$ cat config.mk
export PLATFORM = sky130hd
export DESIGN_NAME = window_scan_ctrl
export DESIGN_NICKNAME = d
export VERILOG_FILES = /design/src/rtl/window_scan_pkg.sv /design/src/rtl/window_scan_ctrl_delay_line.sv /design/src/rtl/window_scan_ctrl.sv
export SDC_FILE = /design/constraint.sdc
export NUM_CORES = 1
export LEC_CHECK = 0
export ABC_AREA = 1
export ABC_CLOCK_PERIOD_IN_PS = 1500
export CAP_MARGIN = 20
export CELL_PAD_IN_SITES_DETAIL_PLACEMENT = 1
export CELL_PAD_IN_SITES_GLOBAL_PLACEMENT = 1
export CORE_MARGIN = 2
export CORE_UTILIZATION = 39
export CTS_BUF_LIST = sky130_fd_sc_hd__clkbuf_4
export DETAILED_ROUTE_END_ITERATION = 12
export GPL_TIMING_DRIVEN = 0
export PLACE_DENSITY_LB_ADDON = 0.1
export SLEW_MARGIN = 10
export SYNTH_ARGS = -nofsm -noshare
export SYNTH_HDL_FRONTEND = slang
export SYNTH_SLANG_ARGS = --single-unit
$ cat constraint.sdc
create_clock -name clk -period 1.5 [get_ports clk]
set_input_delay 0.375 -clock clk [delete_from_list [all_inputs] [get_ports clk]]
set_output_delay 0.375 -clock clk [all_outputs]
set_load 0.01 [all_outputs]
$ cat src/rtl/window_scan_pkg.sv
// Shared state encoding, default geometry and delay-line entry type
// for the 3x3 window scan sequencer.
package window_scan_pkg;

    localparam int unsigned IMG_W_DEF    = 256;
    localparam int unsigned IMG_H_DEF    = 256;
    localparam int unsigned AW_DEF       = 8;
    localparam int unsigned DW_DEF       = 8;
    localparam int unsigned PIPE_LAT_DEF = 3;

    // Position width carried through the delay line; the top's AW must equal it.
    localparam int unsigned POS_W = AW_DEF;

    localparam int unsigned ST_W = 2;
    localparam logic [ST_W-1:0] ST_IDLE  = 2'd0;
    localparam logic [ST_W-1:0] ST_SCAN  = 2'd1;
    localparam logic [ST_W-1:0] ST_DRAIN = 2'd2;
    localparam logic [ST_W-1:0] ST_DONE  = 2'd3;

    typedef struct packed {
        logic             valid;
        logic [POS_W-1:0] row;
        logic [POS_W-1:0] col;
    } dl_entry_t;

endpackage

$ cat src/rtl/window_scan_ctrl_delay_line.sv
// Fixed-latency shift register that follows each issued window read
// through the filter pipeline so its write-back can be issued on time.
module scan_delay_line
    import window_scan_pkg::*;
#(
    parameter int unsigned DEPTH = PIPE_LAT_DEF
) (
    input  logic      clk,
    input  logic      rst,
    input  logic      clr_i,
    input  dl_entry_t push_i,
    output dl_entry_t pop_o,
    output logic      any_valid_o
);

    dl_entry_t [DEPTH-1:0] stage_q;
    logic                  any_valid_q;
    logic                  any_valid_d;

    // Occupancy after the next shift: the incoming entry plus all but the oldest stage.
    always_comb begin
        any_valid_d = push_i.valid;
        for (int i = 0; i < int'(DEPTH) - 1; i++) begin
            any_valid_d = any_valid_d | stage_q[i].valid;
        end
    end

    always_ff @(posedge clk or negedge rst) begin
        if (!rst) begin
            stage_q     <= '0;
            any_valid_q <= 1'b0;
        end else if (clr_i) begin
            stage_q     <= '0;
            any_valid_q <= 1'b0;
        end else begin
            stage_q     <= {stage_q[DEPTH-2:0], push_i};
            any_valid_q <= any_valid_d;
        end
    end

    assign pop_o       = stage_q[DEPTH-1];
    assign any_valid_o = any_valid_q;

endmodule

$ cat src/rtl/window_scan_ctrl.sv
// Raster-scan sequencer: issues one window read per cycle and writes each
// filtered result back PIPE_LAT+1 cycles later.
module window_scan_ctrl
    import window_scan_pkg::*;
#(
    parameter int unsigned IMG_W    = IMG_W_DEF,
    parameter int unsigned IMG_H    = IMG_H_DEF,
    parameter int unsigned AW       = AW_DEF,
    parameter int unsigned DW       = DW_DEF,
    parameter int unsigned PIPE_LAT = PIPE_LAT_DEF
) (
    input  logic          clk,
    input  logic          rst,
    input  logic          start,
    input  logic          hold,
    input  logic          abort,
    input  logic [DW-1:0] filt_pixel,
    output logic          rd,
    output logic [AW-1:0] addr_row_r,
    output logic [AW-1:0] addr_col_r,
    output logic          wr,
    output logic [AW-1:0] addr_row_w,
    output logic [AW-1:0] addr_col_w,
    output logic [DW-1:0] cl_pixel,
    output logic          busy,
    output logic          done
);

    localparam logic [AW-1:0] LAST_COL = AW'(IMG_W - 1);
    localparam logic [AW-1:0] LAST_ROW = AW'(IMG_H - 1);

    logic [ST_W-1:0] state_q, state_d;
    logic [AW-1:0]   row_q, row_d;
    logic [AW-1:0]   col_q, col_d;
    logic            rd_q, rd_d;
    logic [AW-1:0]   ar_row_q, ar_row_d;
    logic [AW-1:0]   ar_col_q, ar_col_d;
    logic            wr_q, wr_d;
    logic [AW-1:0]   aw_row_q, aw_row_d;
    logic [AW-1:0]   aw_col_q, aw_col_d;
    logic [DW-1:0]   pix_q, pix_d;
    logic            busy_q, busy_d;
    logic            done_q, done_d;

    dl_entry_t dl_push;
    dl_entry_t dl_pop;
    logic      dl_any_valid;
    logic      dl_clr;

    // Every presented read enters the delay line; idle cycles push bubbles.
    always_comb begin
        dl_push       = '0;
        dl_push.valid = rd_q;
        dl_push.row   = POS_W'(ar_row_q);
        dl_push.col   = POS_W'(ar_col_q);
    end

    scan_delay_line #(
        .DEPTH (PIPE_LAT)
    ) u_delay_line (
        .clk         (clk),
        .rst         (rst),
        .clr_i       (dl_clr),
        .push_i      (dl_push),
        .pop_o       (dl_pop),
        .any_valid_o (dl_any_valid)
    );

    always_comb begin
        state_d  = state_q;
        row_d    = row_q;
        col_d    = col_q;
        rd_d     = 1'b0;
        ar_row_d = ar_row_q;
        ar_col_d = ar_col_q;
        wr_d     = 1'b0;
        aw_row_d = aw_row_q;
        aw_col_d = aw_col_q;
        pix_d    = pix_q;
        busy_d   = 1'b0;
        done_d   = 1'b0;
        dl_clr   = 1'b0;

        // Write-back runs independently of the scan state.
        if (dl_pop.valid) begin
            wr_d     = 1'b1;
            aw_row_d = AW'(dl_pop.row);
            aw_col_d = AW'(dl_pop.col);
            pix_d    = filt_pixel;
        end

        case (state_q)
            ST_IDLE: begin
                if (start && !abort) begin
                    state_d = ST_SCAN;
                    row_d   = '0;
                    col_d   = '0;
                end
            end
            ST_SCAN: begin
                if (!hold) begin
                    rd_d     = 1'b1;
                    ar_row_d = row_q;
                    ar_col_d = col_q;
                    if (col_q == LAST_COL) begin
                        col_d = '0;
                        if (row_q == LAST_ROW) begin
                            row_d   = '0;
                            state_d = ST_DRAIN;
                        end else begin
                            row_d = row_q + AW'(1);
                        end
                    end else begin
                        col_d = col_q + AW'(1);
                    end
                end
            end
            ST_DRAIN: begin
                // rd_q covers the final read that has not yet entered the delay line.
                if (!dl_any_valid && !rd_q) begin
                    state_d = ST_DONE;
                end
            end
            ST_DONE: begin
                state_d = ST_IDLE;
            end
            default: begin
                state_d = ST_IDLE;
            end
        endcase

        if (abort && (state_q != ST_IDLE)) begin
            state_d  = ST_IDLE;
            row_d    = '0;
            col_d    = '0;
            rd_d     = 1'b0;
            ar_row_d = ar_row_q;
            ar_col_d = ar_col_q;
            wr_d     = 1'b0;
            aw_row_d = aw_row_q;
            aw_col_d = aw_col_q;
            pix_d    = pix_q;
            dl_clr   = 1'b1;
        end

        busy_d = (state_d == ST_SCAN) || (state_d == ST_DRAIN);
        done_d = (state_d == ST_DONE);
    end

    always_ff @(posedge clk or negedge rst) begin
        if (!rst) begin
            state_q  <= ST_IDLE;
            row_q    <= '0;
            col_q    <= '0;
            rd_q     <= 1'b0;
            ar_row_q <= '0;
            ar_col_q <= '0;
            wr_q     <= 1'b0;
            aw_row_q <= '0;
            aw_col_q <= '0;
            pix_q    <= '0;
            busy_q   <= 1'b0;
            done_q   <= 1'b0;
        end else begin
            state_q  <= state_d;
            row_q    <= row_d;
            col_q    <= col_d;
            rd_q     <= rd_d;
            ar_row_q <= ar_row_d;
            ar_col_q <= ar_col_d;
            wr_q     <= wr_d;
            aw_row_q <= aw_row_d;
            aw_col_q <= aw_col_d;
            pix_q    <= pix_d;
            busy_q   <= busy_d;
            done_q   <= done_d;
        end
    end

    assign rd         = rd_q;
    assign addr_row_r = ar_row_q;
    assign addr_col_r = ar_col_q;
    assign wr         = wr_q;
    assign addr_row_w = aw_row_q;
    assign addr_col_w = aw_col_q;
    assign cl_pixel   = pix_q;
    assign busy       = busy_q;
    assign done       = done_q;

endmodule

==> impl_metrics.ini <==
[outcome]
status = finished with violations
violations = negative setup slack

[yosys]
ys_seq_area_share_pct = 63.9
synth_edf_count = 0
synth_top_area_cell = dfrtp_1
netlist_instances = 489
yosysTopAreaCellShare_pct = 63.9
syn_area_sq_um = 4460
synth_cell_types = 26
syn_nets = 505
avgSynthCellArea_sq_um = 9.13
yosys_warnings = 0
ys_seq_elements = 114
synth_area_leaders = dfrtp_1, nand2_1, inv_1, nor2_1, nand3_1
synthArstFlopShare_pct = 100
ys.flop_type = dfrtp_1

[finish]
fin_cells = 755
syn_to_final_growth_pct = 29.5
layout.nets = 616
stdcell_area_sq_um = 5780
antenna_cells = 0
fillerInstances = 1362
drive_above_1_share_pct = 27.1

[clock_network]
cts_root_buf = clkbuf_4
clock_latency_ns = 0.48
cts_tree = done
numCtsBuffers = 17
clock_sinks = 114
clk_path_buf_depth = 2
htree_levels = 4
clkSlewWorstSetupHoldPaths_ns = 0.11

[floorplanning]
floorplan.initialDensity_pct = 39.6
dieWidth_microns = 111
die_y_microns = 111
die_area_sq_um = 12300
rows = 39
core_sq_um = 11300
ios = 57

[setup_path]
max_stage_delay_ns = 0.40
crit_chain = buf_4, o21ai_0, nand2_1, a21oi_2, ha_4
required_ns = 1.89
path_max_fanout = 2
crit_type = register to register
end_kind = register
arrival_ns = 1.90
cp-start-kind = register
crit_path_top_delay_cell = dfrtp_1

[drt]
antenna_left = 0
wl_microns = 10100
drt_iter0_drc = 122
num_vias = 3392
viasPerCell = 4.49
drt_pass1_iterations = 4
remaining_drc_errors = 0
wire_per_inst_microns = 13.4

[pwr]
power_frac_clock_pct = 30.4
powerDensity_nw_per_um2 = 1400
p_int_w = 0.00572
p_sw_share_pct = 29.2
switchingPower_w = 0.00236
cellLeakagePower_nw = 3.08
peakVddDrop_v = 0.000575
power_frac_seq_pct = 46.2
combPwrFrac_pct = 23.5

[grt]
grt_max_degree = 69
grt_overflow = 0
grt_pass1_wl_microns = 16900
antenna_found_initial = 0
globalRouteTotalUtil_pct = 17.3
grt_pass1_vias = 3546

[sta]
setup_viol = 1
final_hold_viol_count = 0
rsz0062_at_grt = yes
finalCriticalPeriod_ns = 1.52
fin_hold_ws_ns = 0.385
timing.final.ws_setup_ns = -0.0159
period_share_pct = 101
tightest_slew_ns = 0.435
fmax_mhz = 660
slew_viol_final = 0
finClkSkew_ns = 0.0195
slew_headroom_pct = 71.0

[place]
gp_congestion = 0.744
placed_cell_area_sq_um = 5230
place_inst = 689
portBuffers = 56
dp_hpwl_microns = 6740
place_ws_ns = -0.488

[worst_hold_path]
min_path_type = input pin to async pin

[run]
max-cap-violations = 0
==> layout by cell type (no fill, tap or decap), types with 4 or more instances in the layout <==
cell	instances
o21ai_0	14
nand4_1	7
nand3_1	14
clkbuf_4	20
buf_2	54
bufinv_16	4
inv_2	6
nand2_1	141
nor2_4	6
clkdlybuf4s50_1	10
o21ai_1	7
buf_6	4
inv_1	71
dfrtp_2	6
nand2_4	6
buf_4	33
dfrtp_1	108
nor2_1	64
==> worst max-delay path: cells and delay by family, from the launching register on <==
family	cells	cell delay, ns
flops	1	0.40
compound gates	2	0.55
buf+inv	1	0.14
simple gates	1	0.12
fa+ha+maj	1	0.22
==> cells in the mapped netlist (3+ instances only) <==
cell,n
buf_2,10
dfrtp_1,114
ha_1,3
inv_1,73
inv_2,5
nand2_1,146
nand2_2,3
nand3_1,17
nand4_1,7
nor2_1,67
nor2_2,3
o21ai_0,15
o21ai_1,7
==> power groups by stage <==
stage / clock [W] / combinational, W / sequential (W)
finish: 0.00245 / 0.00189 / 0.00373
global route: 0.00267 / 0.00213 / 0.00380
CTS: 0.00256 / 0.00177 / 0.00373
detailed placement: 0 / 0.00180 / 0.00385
floorplan: 0 / 0.000670 / 0.00396
global placement: 0 / 0.00174 / 0.00382
==> per-stage QoR <==
stage / util [%] / power (W) / TNS, ns
floorplan: - / 0.00463 / 0
global placement: 46.2 / 0.00556 / -522.78
detailed placement: 46.4 / 0.00564 / -37.91
CTS: 49.4 / 0.00806 / -0.0903
global route: 51.3 / 0.00859 / -0.491
finish: 51.3 / 0.00808 / -0.0159
==> kinds of logic after synthesis <==
| family | share of synthesized area [%] |
|---|---|
| and+or+nand+nor | 23.3 |
| xor gates and xnor gates | 0.393 |
| AOI/OAI and AO/OA | 3.03 |
| buffers and inverters | 8.52 |
| adders and majority gates | 0.841 |
| DFF | 63.9 |
==> path summary, 6_finish.rpt <==
path                                            start            end  slack, ns  depth (start not counted)
worst max-delay path                               rd           busy      -0.02                          5
worst min-delay path                              rst             wr       0.38                          2
worst max register to register                     rd           busy      -0.02                          5
worst min register to register  u_delay_line.pop_o[1]  addr_col_w[1]       0.44                          2
max in group asynchronous                         rst       row_q[5]       0.42                          3
min in group clk                        filt_pixel[6]    cl_pixel[6]       0.43                          3
==> routing by layer <==
layer / part of all wire [%] / track usage [%]
met1: 44 / 20.9
met2: 52 / 30.3
met3: 3.3 / 4.65
met4: 0.97 / 5.25
met5: 0 / 0
==> repair_timing <==
| action | CTS | global route |
|---|---|---|
| buffers inserted | 22 | 10 |
| pin swaps | 6 | 13 |
| cloned | 0 | 2 |
| hold endpoints to repair | 46 | 0 |
| hold buffers | 1 | 0 |
| gates resized for setup | 194 | 27 |
| endpoints found under the setup margin | 147 | 51 |
==> registers in the layout, summed over array words and instances (netlist names) <==
register and count:
addr_col_r 8, addr_col_w 8, addr_row_r 8, addr_row_w 8, busy 1, cl_pixel 8, col_q 8, done 1
rd 1, row_q 8, state_q 2, u_delay_line.any_valid_o 1, u_delay_line.pop_o 17, u_delay_line.stage_q 34, wr 1
==> final cells by class <==
| cell class | instances | area, sq um | area share (%) |
|---|---|---|---|
| well taps | 143 | 179 | 3.09 |
| multi-input cells | 283 | 1380 | 23.9 |
| repair buffers | 92 | 662 | 11.4 |
| inverters | 78 | 295 | 5.11 |
| clock inverters | 11 | 163 | 2.81 |
| plain buffers | 14 | 91.3 | 1.58 |
| flip-flops and latches | 114 | 2860 | 49.5 |
| clock buffers | 20 | 150 | 2.60 |
(Power assumes the default switching activity.)
